--- src/rtl/m68k_bus_target_if.sv ---
// Backend request port of the 68000 bus responder.
// Handshake: the requester raises req_valid with req_addr/req_we/req_be/req_wdata
// stable and keeps them frozen until the backend returns req_ack=1 for one cycle
// (req_rdata valid with it). req_ack is only looked at while req_valid=1. The
// requester may withdraw req_valid without an ack (timeout or reset); the
// backend must tolerate that.
//   req_valid  requester -> backend  request pending
//   req_addr   requester -> backend  24-bit byte address, bit0 = 0
//   req_we     requester -> backend  1 = write
//   req_be     requester -> backend  {upper, lower} byte enables
//   req_wdata  requester -> backend  write data
//   req_ack    backend -> requester  request done
//   req_rdata  backend -> requester  read data, valid with req_ack
interface m68k_bus_target_if;
  logic        req_valid;
  logic [23:0] req_addr;
  logic        req_we;
  logic [1:0]  req_be;
  logic [15:0] req_wdata;
  logic        req_ack;
  logic [15:0] req_rdata;

  modport master (
    output req_valid, req_addr, req_we, req_be, req_wdata,
    input  req_ack, req_rdata
  );

  modport slave (
    input  req_valid, req_addr, req_we, req_be, req_wdata,
    output req_ack, req_rdata
  );
endinterface

--- src/rtl/m68k_bus_target.sv ---
// 68000 bus responder. Decodes bus cycles driven by another master that hit an
// address window, forwards each one as a single word request on the backend
// port and terminates the bus cycle with nDTACK, or nBERR if the backend does
// not answer in time.
// Ports:
//   sys_clk, sys_rst   clock, synchronous active-high reset
//   nAS, nUDS, nLDS    asynchronous bus strobes (active low)
//   RnW                asynchronous read/not-write
//   A_IN, D_IN         bus address A[23:1] and data, sampled only in DECODE
//   D_OUT, D_OE        read data to the bus and its output enable
//   nDTACK_OE          1 = pull nDTACK low
//   nBERR_OE           1 = pull nBERR low
//   req                backend request port (master side)
//   state_dbg          current FSM state
module m68k_bus_target #(
  parameter logic [23:0] BASE_ADDR  = 24'hE90000,
  parameter logic [23:0] ADDR_MASK  = 24'hFF0000,
  parameter int          DTACK_WAIT = 2,
  parameter int          TIMEOUT    = 255
) (
  input  logic                sys_clk,
  input  logic                sys_rst,
  input  logic                nAS,
  input  logic                nUDS,
  input  logic                nLDS,
  input  logic                RnW,
  input  logic [22:0]         A_IN,
  input  logic [15:0]         D_IN,
  output logic [15:0]         D_OUT,
  output logic                D_OE,
  output logic                nDTACK_OE,
  output logic                nBERR_OE,
  m68k_bus_target_if.master   req,
  output logic [2:0]          state_dbg
);

  typedef enum logic [2:0] {
    S_IDLE, S_DECODE, S_REQ, S_WAIT, S_DTACK, S_BERR, S_IGNORE
  } state_t;

  localparam logic [7:0] TMO_LAST  = 8'(TIMEOUT - 1);
  localparam logic [3:0] WAIT_LOAD = 4'(DTACK_WAIT);

  state_t      state, state_nxt;
  logic [1:0]  as_sync, uds_sync, lds_sync, rnw_sync;
  logic        as_s, uds_s, lds_s, rnw_s;
  logic        armed;     // nAS has been seen high while idle
  logic        aborted;   // nAS rose while the request was outstanding
  logic [7:0]  tmo;
  logic [3:0]  wait_cnt;
  logic [23:0] addr_q;
  logic        we_q;
  logic [1:0]  be_q;
  logic [15:0] wdata_q;
  logic [15:0] dout_q;
  logic        hit, start;

  assign as_s  = as_sync[1];
  assign uds_s = uds_sync[1];
  assign lds_s = lds_sync[1];
  assign rnw_s = rnw_sync[1];

  assign hit   = (({A_IN, 1'b0} & ADDR_MASK) == (BASE_ADDR & ADDR_MASK));
  assign start = armed & ~as_s & (~uds_s | ~lds_s);

  // The AS synchroniser resets to "asserted" so that a strobe still held low
  // across reset cannot look like a fresh cycle: the bus must be seen idle first.
  always_ff @(posedge sys_clk) begin
    if (sys_rst) begin
      as_sync  <= 2'b00;
      uds_sync <= 2'b11;
      lds_sync <= 2'b11;
      rnw_sync <= 2'b11;
    end else begin
      as_sync  <= {as_sync[0], nAS};
      uds_sync <= {uds_sync[0], nUDS};
      lds_sync <= {lds_sync[0], nLDS};
      rnw_sync <= {rnw_sync[0], RnW};
    end
  end

  always_ff @(posedge sys_clk) begin
    if (sys_rst) begin
      state    <= S_IDLE;
      armed    <= 1'b0;
      aborted  <= 1'b0;
      tmo      <= '0;
      wait_cnt <= '0;
      addr_q   <= '0;
      we_q     <= 1'b0;
      be_q     <= '0;
      wdata_q  <= '0;
      dout_q   <= '0;
    end else begin
      state <= state_nxt;
      armed <= (state == S_IDLE) & (armed | as_s) & ~start;
      if (state == S_DECODE && hit) begin
        addr_q  <= {A_IN, 1'b0};
        we_q    <= ~rnw_s;
        be_q    <= {~uds_s, ~lds_s};
        tmo     <= '0;
        aborted <= 1'b0;
        if (!rnw_s) wdata_q <= D_IN;
      end
      if (state == S_REQ) begin
        tmo <= tmo + 8'd1;
        if (as_s) aborted <= 1'b1;
        if (req.req_ack) begin
          dout_q   <= req.req_rdata;
          wait_cnt <= WAIT_LOAD;
        end
      end
      if (state == S_WAIT) wait_cnt <= wait_cnt - 4'd1;
    end
  end

  always_comb begin
    state_nxt = state;
    case (state)
      S_IDLE:   if (start) state_nxt = S_DECODE;
      S_DECODE: state_nxt = hit ? S_REQ : S_IGNORE;
      S_REQ: begin
        // Ack wins over a timeout in the same cycle; an aborted cycle still
        // waits for the backend but is then dropped silently.
        if (req.req_ack) begin
          if (aborted || as_s)       state_nxt = S_IDLE;
          else if (WAIT_LOAD == 4'd0) state_nxt = S_DTACK;
          else                        state_nxt = S_WAIT;
        end else if (tmo == TMO_LAST) begin
          state_nxt = (aborted || as_s) ? S_IDLE : S_BERR;
        end
      end
      S_WAIT: begin
        if (as_s)                  state_nxt = S_IDLE;
        else if (wait_cnt <= 4'd1) state_nxt = S_DTACK;
      end
      S_DTACK:  if (as_s) state_nxt = S_IDLE;
      S_BERR:   if (as_s) state_nxt = S_IDLE;
      S_IGNORE: if (as_s) state_nxt = S_IDLE;
      default:  state_nxt = S_IDLE;
    endcase
  end

  assign req.req_valid = (state == S_REQ);
  assign req.req_addr  = addr_q;
  assign req.req_we    = we_q;
  assign req.req_be    = be_q;
  assign req.req_wdata = wdata_q;

  assign D_OUT     = dout_q;
  assign D_OE      = ((state == S_WAIT) || (state == S_DTACK)) && !we_q;
  assign nDTACK_OE = (state == S_DTACK);
  assign nBERR_OE  = (state == S_BERR);
  assign state_dbg = state;

endmodule
--- src/flat_wrapper.sv ---
// flat-port wrapper written by rule: the top's interface ports become plain ports
module m68k_bus_target_flat 
#(
  parameter logic [23:0] BASE_ADDR  = 24'hE90000,
  parameter logic [23:0] ADDR_MASK  = 24'hFF0000,
  parameter int          DTACK_WAIT = 2,
  parameter int          TIMEOUT    = 255
)
  (sys_clk, sys_rst, nAS, nUDS, nLDS, RnW, A_IN, D_IN, D_OUT, D_OE, nDTACK_OE, nBERR_OE, state_dbg, req_req_valid, req_req_addr, req_req_we, req_req_be, req_req_wdata, req_req_ack, req_req_rdata);
  m68k_bus_target_if req_i ();
  input  logic sys_clk;
  input  logic sys_rst;
  input  logic nAS;
  input  logic nUDS;
  input  logic nLDS;
  input  logic RnW;
  input  logic [22:0] A_IN;
  input  logic [15:0] D_IN;
  output logic [15:0] D_OUT;
  output logic D_OE;
  output logic nDTACK_OE;
  output logic nBERR_OE;
  output logic [2:0] state_dbg;
  output wire logic [$bits(req_i.req_valid)-1:0] req_req_valid;
  output wire logic [$bits(req_i.req_addr)-1:0] req_req_addr;
  output wire logic [$bits(req_i.req_we)-1:0] req_req_we;
  output wire logic [$bits(req_i.req_be)-1:0] req_req_be;
  output wire logic [$bits(req_i.req_wdata)-1:0] req_req_wdata;
  input wire logic [$bits(req_i.req_ack)-1:0] req_req_ack;
  input wire logic [$bits(req_i.req_rdata)-1:0] req_req_rdata;
  assign req_req_valid = req_i.req_valid;
  assign req_req_addr = req_i.req_addr;
  assign req_req_we = req_i.req_we;
  assign req_req_be = req_i.req_be;
  assign req_req_wdata = req_i.req_wdata;
  assign req_i.req_ack = req_req_ack;
  assign req_i.req_rdata = req_req_rdata;
  m68k_bus_target #(.BASE_ADDR(BASE_ADDR), .ADDR_MASK(ADDR_MASK), .DTACK_WAIT(DTACK_WAIT), .TIMEOUT(TIMEOUT)) u_core (.sys_clk(sys_clk), .sys_rst(sys_rst), .nAS(nAS), .nUDS(nUDS), .nLDS(nLDS), .RnW(RnW), .A_IN(A_IN), .D_IN(D_IN), .D_OUT(D_OUT), .D_OE(D_OE), .nDTACK_OE(nDTACK_OE), .nBERR_OE(nBERR_OE), .req(req_i), .state_dbg(state_dbg));
endmodule
--- config.mk ---
export PLATFORM = sky130hd
export DESIGN_NAME = m68k_bus_target_flat
export DESIGN_NICKNAME = d
export VERILOG_FILES = /design/src/rtl/m68k_bus_target_if.sv /design/src/rtl/m68k_bus_target.sv /design/src/flat_wrapper.sv
export SDC_FILE = /design/constraint.sdc
export NUM_CORES = 1
export LEC_CHECK = 0
export CAP_MARGIN = 20
export CORE_ASPECT_RATIO = 2
export CORE_MARGIN = 2
export CORE_UTILIZATION = 26
export CTS_CLUSTER_SIZE = 8
export DETAILED_ROUTE_END_ITERATION = 10
export GPL_TIMING_DRIVEN = 1
export PLACE_DENSITY_LB_ADDON = 0.2
export RECOVER_POWER = 50
export REMOVE_ABC_BUFFERS = 1
export SLEW_MARGIN = 10
export SYNTH_ARGS = -nofsm -noshare
export SYNTH_HDL_FRONTEND = slang
export SYNTH_SLANG_ARGS = --single-unit
--- constraint.sdc ---
create_clock -name sys_clk -period 2.4 [get_ports sys_clk]
set_input_delay 0.72 -clock sys_clk [delete_from_list [all_inputs] [get_ports sys_clk]]
set_output_delay 0.72 -clock sys_clk [all_outputs]
set_load 0.01 [all_outputs]
-- Word level (Yosys, flattened, before mapping)
Cells that the tools add are included.
Widths: inputs -> output; s select.
- output and inout bits: 66
- register bits: 83
- word-level logic and storage cells: 72
- bits of input ports: 62
- mux-type cells: 18
- bitwise gates (word level): 11
- add/sub/neg operators: 2
- reductions and logical operators: 14
- $lt $le $gt $ge: 1
- equal/unequal tests: 12
- operator list (cell ; number):
    $mux 3 ; 8
    $eq 8x8->1 const B ; 2
    $mux 8 ; 2
    $pmux 3 s5 ; 1
    $mux 4 ; 3
    $eq 3x3->1 const B ; 3
    $add 8x1->8 const B ; 1
    $eq 3x2->1 const B ; 2
    $reduce_and 2->1 ; 3
    $reduce_bool 2->1 ; 3
    $not 1->1 ; 5
    $and 1x1->1 ; 4
    $le 4x1->1 const B ; 1
    $ne 2x1->1 const B ; 2
    $reduce_and 4->1 ; 1
    $sub 4x1->4 const B ; 1
    $eq 3x1->1 const B ; 1
    $logic_not 3->1 ; 1
    $mux 1 ; 3
    $ne 3x1->1 const B ; 1
    $ne 3x2->1 const B ; 1
    $reduce_or 3->1 ; 1
    $logic_and 1x1->1 ; 2
    $logic_or 1x1->1 ; 2
    3 further kinds ; 4

-- Logic depth before layout (Yosys ltp)
Gate-level depths: netlist (run 1).
- depth in word-level cells: 5
- gate-level depth with buffers: 9
- gate-level depth less buffers: 6

-- Worst setup path after synthesis (run 1)
Ideal clock, no wire load.
- path type: input to register
- start point: input A_IN[19]
- end point: register u_core.aborted
- stages: 6
- setup slack: 318 ps
- required time: 2272 ps
- buffers on the path: 2
- arrival: 1955 ps
- library setup time: 128 ps
- path through: nand4b_1 -> or4_1 -> buf_2 -> buf_2 -> a22oi_1 -> nor2_1
- longest elaborated chain between the ends: 5
- ends and longest elaborated chain (element ; line ; text):
    start: declaration ; flat_wrapper.sv:17 ; input logic [22:0] A_IN;
    $eq 8x8->1 (*) ; m68k_bus_target.sv:63 ; assign hit = (({A_IN, 1'b0} & ADDR_MASK) == (BASE_ADDR & ADDR_MASK));
    $logic_and 1x1->1 (*) ; m68k_bus_target.sv:97 ; if (state == S_DECODE && hit) begin
    $mux 1 (*) ; m68k_bus_target.sv:97 ;
    $mux 1 ; m68k_bus_target.sv:107 ; if (as_s) aborted <= 1'b1;
    $mux 1 (*) ; m68k_bus_target.sv:105 ; if (state == S_REQ) begin
    end signal: assignment ; m68k_bus_target.sv:86 ; aborted <= 1'b0;
    end signal: assignment ; m68k_bus_target.sv:102 ; aborted <= 1'b0;
    end signal: assignment ; m68k_bus_target.sv:107 ;
    end: declaration ; m68k_bus_target.sv:48 ; logic aborted;
Every way passes the cells marked *; elsewhere a longest branch is shown, timed or not.
A chain may end at the register's enable or synchronous reset.

-- Final worst setup path (run 1)
- start point: register u_core.state[2] (netlist: u_core.state_dbg[2])
- end point: output nDTACK_OE
- longest elaborated chain between the ends: 1
- ends and longest elaborated chain (element ; line ; text):
    start: declaration ; m68k_bus_target.sv:44 ; state_t state, state_nxt;
    start signal: assignment ; m68k_bus_target.sv:95 ; state <= state_nxt;
    $eq 3x3->1 ; m68k_bus_target.sv:152 ; assign nDTACK_OE = (state == S_DTACK);
    end: declaration ; flat_wrapper.sv:21 ; output logic nDTACK_OE;
No other way between the ends.

==> metrics.txt, run 1 <==
# TYPE chip_impl_metric gauge
chip_impl_info{name="status",value="complete, no violations"} 1
chip_impl_metric{name="swShare",unit="%"} 25.5
chip_impl_metric{name="placed_area",unit="µm²"} 4630
chip_impl_metric{name="layout.filler_cells",unit=""} 1243
chip_impl_metric{name="max-slew-margin-rel",unit="%"} 39.8
chip_impl_info{name="grt_setup_unrepaired",value="false"} 1
chip_impl_metric{name="place_ws",unit="ns"} -0.215
chip_impl_metric{name="maximum_count_of_clock_buffers_along_a_single_path",unit=""} 2
chip_impl_metric{name="hold_viol",unit=""} 0
chip_impl_metric{name="rr_worst_depth",unit=""} 7
chip_impl_metric{name="first_global_vias",unit=""} 2919
chip_impl_metric{name="vdd_ir_drop_max",unit="mV"} 0.340
chip_impl_metric{name="initial_antenna_violation_count",unit=""} 0
chip_impl_info{name="path_class",value="flip-flop to primary output"} 1
chip_impl_metric{name="accumulated_negative_setup_slack",unit="ns"} 0
chip_impl_metric{name="grt_usage",unit="%"} 14.3
chip_impl_metric{name="synth.yosys.seq_area_share",unit="%"} 52.4
chip_impl_metric{name="synth_cell_types",unit=""} 46
chip_impl_metric{name="die-width",unit="µm"} 82.1
chip_impl_info{name="worst_flop_to_flop_path_startpoint",value="u_core.state_dbg[1]$_SDFFE_PP0P_"} 1
chip_impl_info{name="worst_setup_path_startpoint",value="u_core.state_dbg[2]$_SDFFE_PP0P_"} 1
chip_impl_metric{name="data_arrival_at_the_endpoint_of_the_critical_path",unit="ns"} 1.54
chip_impl_metric{name="cts.repair_timing.setup_buffer_count",unit=""} 0
chip_impl_metric{name="wl",unit="µm"} 9260
chip_impl_info{name="synth_flop_cell",value="dfxtp_1"} 1
chip_impl_metric{name="achievable-frequency",unit="MHz"} 442
chip_impl_info{name="clock_tree.root_cell",value="clkbuf_16"} 1
chip_impl_metric{name="power_report.internal_total",unit="mW"} 2.78
chip_impl_metric{name="period_minus_slack",unit="ns"} 2.26
chip_impl_metric{name="start_util",unit="%"} 26.3
chip_impl_metric{name="multiInputGateArea",unit="µm²"} 1370
chip_impl_metric{name="final.hold.worst_slack",unit="ns"} 0.408
chip_impl_metric{name="dp_hpwl",unit="µm"} 6790
chip_impl_metric{name="regArea",unit="µm²"} 1670
chip_impl_metric{name="switching_power",unit="mW"} 0.954
chip_impl_info{name="synth.area.top_cells",value="dfxtp_1, nand2_1, a21oi_1"} 1
chip_impl_metric{name="die-area",unit="µm²"} 13200
chip_impl_info{name="timing.rr.end",value="u_core.req.req_wdata[4]$_SDFFE_PP0P_"} 1
chip_impl_metric{name="total_power",unit="mW"} 3.73
chip_impl_metric{name="die_height",unit="µm"} 160
chip_impl_metric{name="stdcell_area",unit="µm²"} 4950
chip_impl_metric{name="cts_made_buffers",unit=""} 9
chip_impl_metric{name="syn_inst_count",unit=""} 383
chip_impl_metric{name="critPathRequiredTime",unit="ns"} 1.68
chip_impl_metric{name="dr_total_vias",unit=""} 3013
chip_impl_metric{name="drive_above_1_share",unit="%"} 10.1
chip_impl_metric{name="detail-route-antenna-nets",unit=""} 0
chip_impl_metric{name="route.detailed.wl_per_inst",unit="µm"} 14.0
chip_impl_metric{name="coreArea",unit="µm²"} 12100
chip_impl_metric{name="clock-skew-final",unit="ns"} 0.00717
chip_impl_metric{name="cts_htree_levels",unit=""} 3
chip_impl_info{name="critical_path.startpoint_type",value="flip-flop"} 1
chip_impl_metric{name="yosys_warnings",unit=""} 0
chip_impl_metric{name="grt_first_pass_wirelength",unit="µm"} 14400
chip_impl_metric{name="postSynthAreaPerCell",unit="µm²"} 8.28
chip_impl_metric{name="post_synth_edffs",unit=""} 0
chip_impl_metric{name="ports_placed_on_the_boundary",unit=""} 128
chip_impl_metric{name="crit_path_max_fanout",unit=""} 4
chip_impl_metric{name="setup-violations-final",unit=""} 0
chip_impl_metric{name="drc_violations",unit=""} 0
chip_impl_metric{name="ff2ff_setup_slack",unit="ns"} 0.46
chip_impl_metric{name="drt_pass1_iterations",unit=""} 4
chip_impl_metric{name="total_of_max_cap_violations",unit=""} 0
chip_impl_metric{name="synth-seq-cells",unit=""} 83
chip_impl_info{name="synth_commonest_cells",value="nand2_1, dfxtp_1, a21oi_1"} 1
chip_impl_metric{name="globalRouteOverflowTotal",unit=""} 0
chip_impl_metric{name="flow.area_growth_from_synthesis",unit="%"} 55.9
chip_impl_metric{name="finish.net_count",unit=""} 580
chip_impl_metric{name="finalWeightedCongestion",unit=""} 0.766
chip_impl_metric{name="placement.io_buffers",unit=""} 126
chip_impl_info{name="hold_class",value="flip-flop to flip-flop"} 1
chip_impl_info{name="critical_path.endpoint",value="nDTACK_OE"} 1
chip_impl_metric{name="drtIter0Drc",unit=""} 120
chip_impl_metric{name="grt_max_degree",unit=""} 50
chip_impl_metric{name="post-synth-top-area-fraction",unit="%"} 52.4
chip_impl_metric{name="worst_pin_slew",unit="ns"} 0.903
chip_impl_info{name="cts_tree",value="yes"} 1
chip_impl_metric{name="stdcell_count",unit=""} 663
chip_impl_metric{name="maxSlewViolCount",unit=""} 0
chip_impl_metric{name="setup_ws",unit="ns"} 0.139
chip_impl_metric{name="path_clk_slew",unit="ns"} 0.05
chip_impl_info{name="crit_path_end_kind",value="primary output"} 1
chip_impl_info{name="yosysMostFrequentCell",value="nand2_1"} 1
chip_impl_metric{name="drt-vias-per-instance",unit=""} 4.54
chip_impl_metric{name="seqPwrFrac",unit="%"} 41.0
chip_impl_metric{name="clk-insertion-delay-late",unit="ns"} 0.33
chip_impl_metric{name="power.static_leakage",unit="nW"} 1.92
chip_impl_metric{name="dp.cells",unit=""} 649
chip_impl_metric{name="power-per-cell-area",unit="nW/µm²"} 754
chip_impl_metric{name="core.rowCount",unit=""} 57
chip_impl_metric{name="async_reset_ff_share",unit="%"} 0
chip_impl_metric{name="antenna-diode-count",unit=""} 0
chip_impl_metric{name="tritoncts_num_sinks",unit=""} 83
chip_impl_info{name="synth_area_leader_cell",value="dfxtp_1"} 1
chip_impl_metric{name="final_util",unit="%"} 41.0
chip_impl_metric{name="clock_power_share",unit="%"} 38.2
chip_impl_metric{name="netlist_area",unit="µm²"} 3170
chip_impl_metric{name="cts-hold-fix-buffers",unit=""} 0
chip_impl_metric{name="power_share_of_the_combinational_group",unit="%"} 20.8
chip_impl_metric{name="post-route-period-util",unit="%"} 94.2
[metal layers]
metal / global-route usage (%) / routed length [µm] / vias up
met5: 0 / 0 / -
met2: 26.6 / 5310 / 66
li1: - / - / 1521
met1: 14.5 / 3370 / 1410
met4: 6.06 / 248 / 0
met3: 3.39 / 339 / 16
[critical path, stage by stage, from the launching register on]
cell	delay [ns]
dfxtp_1	0.38
inv_1	0.10
nor3_2	0.17
clkdlybuf4s50_1	0.57
[layout make-up]
type / instances / share of cell area, %
clock buffer: 10 / 4.83
tap: 147 / 3.72
timing repair buffer: 145 / 28.2
multi-input combinational: 268 / 27.6
sequential: 83 / 33.7
clock inverter: 3 / 1.32
inverter: 7 / 0.582
[worst min path at each step]
stage	start	endpoint	slack (ns)	cells after the start
3_5_place_dp	u_core.lds_sync[0]$_SDFF_PP1_	u_core.lds_sync[1]$_SDFF_PP1_	0.40	1
5_1_grt	u_core.lds_sync[0]$_SDFF_PP1_	u_core.lds_sync[1]$_SDFF_PP1_	0.42	1
6_report	u_core.rnw_sync[0]$_SDFF_PP1_	u_core.rnw_sync[1]$_SDFF_PP1_	0.41	1
2_1_floorplan	u_core.lds_sync[0]$_SDFF_PP1_	u_core.lds_sync[1]$_SDFF_PP1_	0.39	1
3_3_place_gp	u_core.lds_sync[0]$_SDFF_PP1_	u_core.lds_sync[1]$_SDFF_PP1_	0.39	1
4_1_cts	u_core.lds_sync[0]$_SDFF_PP1_	u_core.lds_sync[1]$_SDFF_PP1_	0.41	1
[registers in the layout, indices dropped and copies added, names as in the netlist]
name                  cells
u_core.D_OUT             16
u_core.aborted            1
u_core.armed              1
u_core.as_sync            2
u_core.lds_sync           2
u_core.req.req_addr      23
u_core.req.req_be         2
u_core.req.req_wdata     16
u_core.req.req_we         1
u_core.rnw_sync           2
u_core.state_dbg          3
u_core.tmo                8
u_core.uds_sync           2
u_core.wait_cnt           4
[power by group through the flow]
stage               logic [mW]  clock network (mW)  registers (mW)
floorplan                0.323                   0            1.59
global placement         0.786                   0            1.55
detailed placement       0.796                   0            1.55
CTS                      0.803                1.48            1.53
global route             0.861                1.52            1.54
finish                   0.777                1.43            1.53
[timing repair]
action | 4_1_cts | 5_1_grt
resized for setup | 8 | 2
endpoints found under the hold margin | 0 | 0
setup endpoints to repair | 2 | 2
pin swaps | 0 | 1
cloned | 0 | 1
[cell families after synthesis]
family	synth area share (%)
DFF	52.4
xor gates and xnor gates	0.276
buffers and inverters	5.24
other	0.118
muxes	0.315
AOI/OAI and AO/OA	14.5
and+or+nand+nor	25.6
adders and majority gates	1.58
[layout by cell type, fill, tap and decap left out, drive strengths merged, types with 2 or more instances in the layout]
master           n
a211oi           3
a21boi           2
a21oi           56
and3             4
buf             17
bufinv           2
clkbuf          13
clkdlybuf4s50   80
dfxtp           83
dlygate4sd2      2
dlygate4sd3     42
ha               4
inv              7
nand2          107
nand2b           2
nand3            6
nand4            2
nor2            34
nor2b            4
nor3             6
o211ai           2
o21ai            9
or2              7
or3              2
(Power assumes the default switching activity.)
==> run 2, diff against run 1 <==
CTS_BUF_LIST = sky130_fd_sc_hd__clkbuf_4   (was default)
PLACE_DENSITY_LB_ADDON = default   (was 0.2)
TNS_END_PERCENT = 10   (was default)
==> run 2 against run 1 <==
Combinational power down 2%; sequential share of layout area increased by 1.6 points; die area unchanged; first-iteration DRC count rose by 5.8%; clock skew increased by 0.0029 ns; total power down 20%; register-to-register slack got worse by 0.11 ns; largest cell class unchanged; final cell count up 0.45%; via count up 0.27%; setup slack got worse by 0.0041 ns; critical path type unchanged.
==> metrics.txt, run 2 (synthesis results as in run 1) <==
# TYPE chip_impl_metric gauge
chip_impl_info{name="status",value="complete, no violations"} 1
chip_impl_metric{name="setup-violations-final",unit=""} 0
chip_impl_metric{name="route.detailed.wl_per_inst",unit="µm"} 14.0
chip_impl_metric{name="path_clk_slew",unit="ns"} 0.12
chip_impl_metric{name="die-width",unit="µm"} 82.1
chip_impl_metric{name="dr_total_vias",unit=""} 3021
chip_impl_info{name="path_delay_family",value="simple AND/OR/NAND/NOR gates"} 1
chip_impl_metric{name="clock-skew-final",unit="ns"} 0.0100
chip_impl_metric{name="accumulated_negative_setup_slack",unit="ns"} 0
chip_impl_metric{name="maximum_count_of_clock_buffers_along_a_single_path",unit=""} 2
chip_impl_metric{name="wl",unit="µm"} 9310
chip_impl_metric{name="globalRouteOverflowTotal",unit=""} 0
chip_impl_info{name="hold_class",value="flip-flop to flip-flop"} 1
chip_impl_metric{name="coreArea",unit="µm²"} 12100
chip_impl_metric{name="drive_above_1_share",unit="%"} 9.27
chip_impl_metric{name="rr_worst_depth",unit=""} 7
chip_impl_metric{name="achievable-frequency",unit="MHz"} 441
chip_impl_metric{name="drt_pass1_iterations",unit=""} 4
chip_impl_metric{name="core.rowCount",unit=""} 57
chip_impl_metric{name="critPathRequiredTime",unit="ns"} 1.68
chip_impl_metric{name="flow.area_growth_from_synthesis",unit="%"} 49.1
chip_impl_info{name="path_cells",value="or3b_4 -> inv_4 -> dlygate4sd2_1"} 1
chip_impl_metric{name="data_arrival_at_the_endpoint_of_the_critical_path",unit="ns"} 1.55
chip_impl_metric{name="drc_violations",unit=""} 0
chip_impl_metric{name="die-area",unit="µm²"} 13200
chip_impl_metric{name="hold_path_depth",unit=""} 1
chip_impl_info{name="timing.rr.end",value="u_core.D_OUT[9]$_SDFFE_PP0P_"} 1
chip_impl_metric{name="vdd_ir_drop_max",unit="mV"} 0.242
chip_impl_info{name="path_class",value="flip-flop to primary output"} 1
chip_impl_info{name="crit_path_end_kind",value="primary output"} 1
chip_impl_metric{name="ports_placed_on_the_boundary",unit=""} 128
chip_impl_metric{name="crit_path_max_fanout",unit=""} 6
chip_impl_metric{name="start_util",unit="%"} 26.3
chip_impl_info{name="mostFrequentLayoutCell",value="clkdlybuf4s50_1"} 1
chip_impl_metric{name="largest_register_ff_count",unit=""} 23
chip_impl_metric{name="detail-route-antenna-nets",unit=""} 0
chip_impl_metric{name="clk-insertion-delay-late",unit="ns"} 0.42
chip_impl_metric{name="critical_path_buf_inv_count",unit=""} 2
chip_impl_metric{name="finish.net_count",unit=""} 579
chip_impl_info{name="slowest_library_cell_on_the_worst_path",value="or3b_4"} 1
chip_impl_metric{name="ff2ff_setup_slack",unit="ns"} 0.35
chip_impl_metric{name="cts_htree_levels",unit=""} 3
chip_impl_info{name="hp-start",value="u_core.rnw_sync[0]$_SDFF_PP1_"} 1
chip_impl_metric{name="maxSlewViolCount",unit=""} 0
chip_impl_metric{name="drt-vias-per-instance",unit=""} 4.54
chip_impl_metric{name="place_ws",unit="ns"} -0.137
chip_impl_metric{name="critPathMaxStageDelay",unit="ns"} 0.41
chip_impl_metric{name="dp_hpwl",unit="µm"} 7090
chip_impl_info{name="hold-path-endpoint",value="u_core.rnw_sync[1]$_SDFF_PP1_"} 1
chip_impl_metric{name="initial_antenna_violation_count",unit=""} 1
chip_impl_metric{name="period_minus_slack",unit="ns"} 2.27
chip_impl_metric{name="first_global_vias",unit=""} 3019
chip_impl_metric{name="tritoncts_num_sinks",unit=""} 83
chip_impl_metric{name="drtIter0Drc",unit=""} 127
chip_impl_info{name="grt_setup_unrepaired",value="false"} 1
chip_impl_metric{name="grt_usage",unit="%"} 14.9
chip_impl_metric{name="total_of_max_cap_violations",unit=""} 0
chip_impl_info{name="clock_tree.root_cell",value="clkbuf_4"} 1
chip_impl_metric{name="grt_max_degree",unit=""} 29
chip_impl_metric{name="setup_ws",unit="ns"} 0.135
chip_impl_metric{name="power-per-cell-area",unit="nW/µm²"} 628
chip_impl_metric{name="post-route-period-util",unit="%"} 94.4
chip_impl_metric{name="layout.filler_cells",unit=""} 1238
chip_impl_metric{name="max-slew-margin-rel",unit="%"} 14.3
chip_impl_metric{name="cts.repair_timing.setup_buffer_count",unit=""} 0
chip_impl_info{name="critical_path.startpoint_type",value="flip-flop"} 1
chip_impl_metric{name="power.static_leakage",unit="nW"} 1.70
chip_impl_metric{name="finalWeightedCongestion",unit=""} 0.803
chip_impl_metric{name="final_util",unit="%"} 39.3
chip_impl_metric{name="worst_pin_slew",unit="ns"} 1.28
chip_impl_metric{name="grt_first_pass_wirelength",unit="µm"} 14800
chip_impl_metric{name="hold_viol",unit=""} 0
chip_impl_metric{name="final.hold.worst_slack",unit="ns"} 0.426
chip_impl_metric{name="cts_made_buffers",unit=""} 9
chip_impl_metric{name="die_height",unit="µm"} 160
chip_impl_info{name="cts_tree",value="yes"} 1
chip_impl_info{name="final_cell_mix",value="clkdlybuf4s50_1, nand2_1, dfxtp_1, a21oi_1, nor2_1"} 1
chip_impl_metric{name="placement.io_buffers",unit=""} 126
chip_impl_info{name="worst_flop_to_flop_path_startpoint",value="u_core.state_dbg[1]$_SDFFE_PP0P_"} 1
-- run 2: changes by cell type in the layout (fill, tap and decap cells not counted), sizes merged --
cell / before / now
buf: 17 / 13
bufinv: 2 / 0
clkbuf: 13 / 17
clkdlybuf4s50: 80 / 112
clkinv: 1 / 5
clkinvlp: 0 / 1
diode: 0 / 1
dlygate4sd2: 2 / 4
dlygate4sd3: 42 / 9
dlymetal6s2s: 1 / 0
nor2: 34 / 33
-- run 2: where the power goes --
group / internal [mW] / leakage [nW] / switching, mW / total [mW]
logic: 0.389 / 0.970 / 0.376 / 0.764
registers: 1.46 / 0.673 / 0.0633 / 1.53
clock network: 0.215 / 0.0589 / 0.466 / 0.681
total: 2.07 / 1.70 / 0.905 / 2.97
-- run 2: through the flow --
stage	cells	total power, mW	cell area (µm²)
after floorplan	357	1.91	3040
after global placement	649	2.32	4640
after detailed placement	649	2.34	4640
after CTS	665	3.05	4760
after global routing	666	3.16	4730
final	666	2.97	4730
-- run 2: final cells by class --
type	count	area [µm²]	share of cell area, %
Sequential cell	83	1670	35.2
Timing Repair Buffer	145	1400	29.5
Multi-Input combinational cell	267	1340	28.4
Tap cell	147	184	3.89
Clock buffer	10	75.1	1.59
Clock inverter	6	32.5	0.687
Inverter	7	28.8	0.608
Antenna cell	1	2.50	0.0529
-- run 2: how the worst max path moves through the flow --
| stage | slack (ns) | from | to | depth (start not counted) |
|---|---|---|---|---|
| CTS | 0.06 | u_core.state_dbg[1]$_SDFFE_PP0P_ | nBERR_OE | 4 |
| detailed placement | -0.14 | A_IN[22] | u_core.req.req_wdata[2]$_SDFFE_PP0P_ | 7 |
| global placement | -0.07 | A_IN[19] | u_core.req.req_wdata[2]$_SDFFE_PP0P_ | 7 |
| global route | 0.03 | A_IN[22] | u_core.req.req_wdata[1]$_SDFFE_PP0P_ | 7 |
| floorplan | -0.1 | A_IN[19] | u_core.req.req_wdata[0]$_SDFFE_PP0P_ | 5 |
| finish | 0.13 | u_core.state_dbg[1]$_SDFFE_PP0P_ | req_req_valid | 3 |
-- run 2: per-layer routing --
| layer | track usage [%] | share of wire, % | vias up |
|---|---|---|---|
| li1 | - | - | 1517 |
| met1 | 14.4 | 35 | 1390 |
| met2 | 26.8 | 56 | 80 |
| met3 | 2.94 | 3.3 | 34 |
| met4 | 10.5 | 6.1 | 0 |
| met5 | 0 | 0 | - |
-- run 2: worst register-to-register path, delay by kind of cell, from the launching register on --
family | cells | cell delay (ns)
AOI/OAI and AO/OA | 1 | 0.15
and+or+nand+nor | 3 | 0.66
DFF | 1 | 0.39
buffers and inverters | 3 | 0.78
-- run 2: repair_timing --
action / in CTS / in global routing
gates cloned: 0 / 0
setup endpoints to repair: 4 / 1
hold buffers: 0 / 0
resized for setup: 9 / 1
==> run 3, diff against run 2 <==
CAP_MARGIN = default   (was 20)
CTS_CLUSTER_SIZE = default   (was 8)
==> results of run 3 <==
Final layout, timing and power as in run 2 (identical DEF).
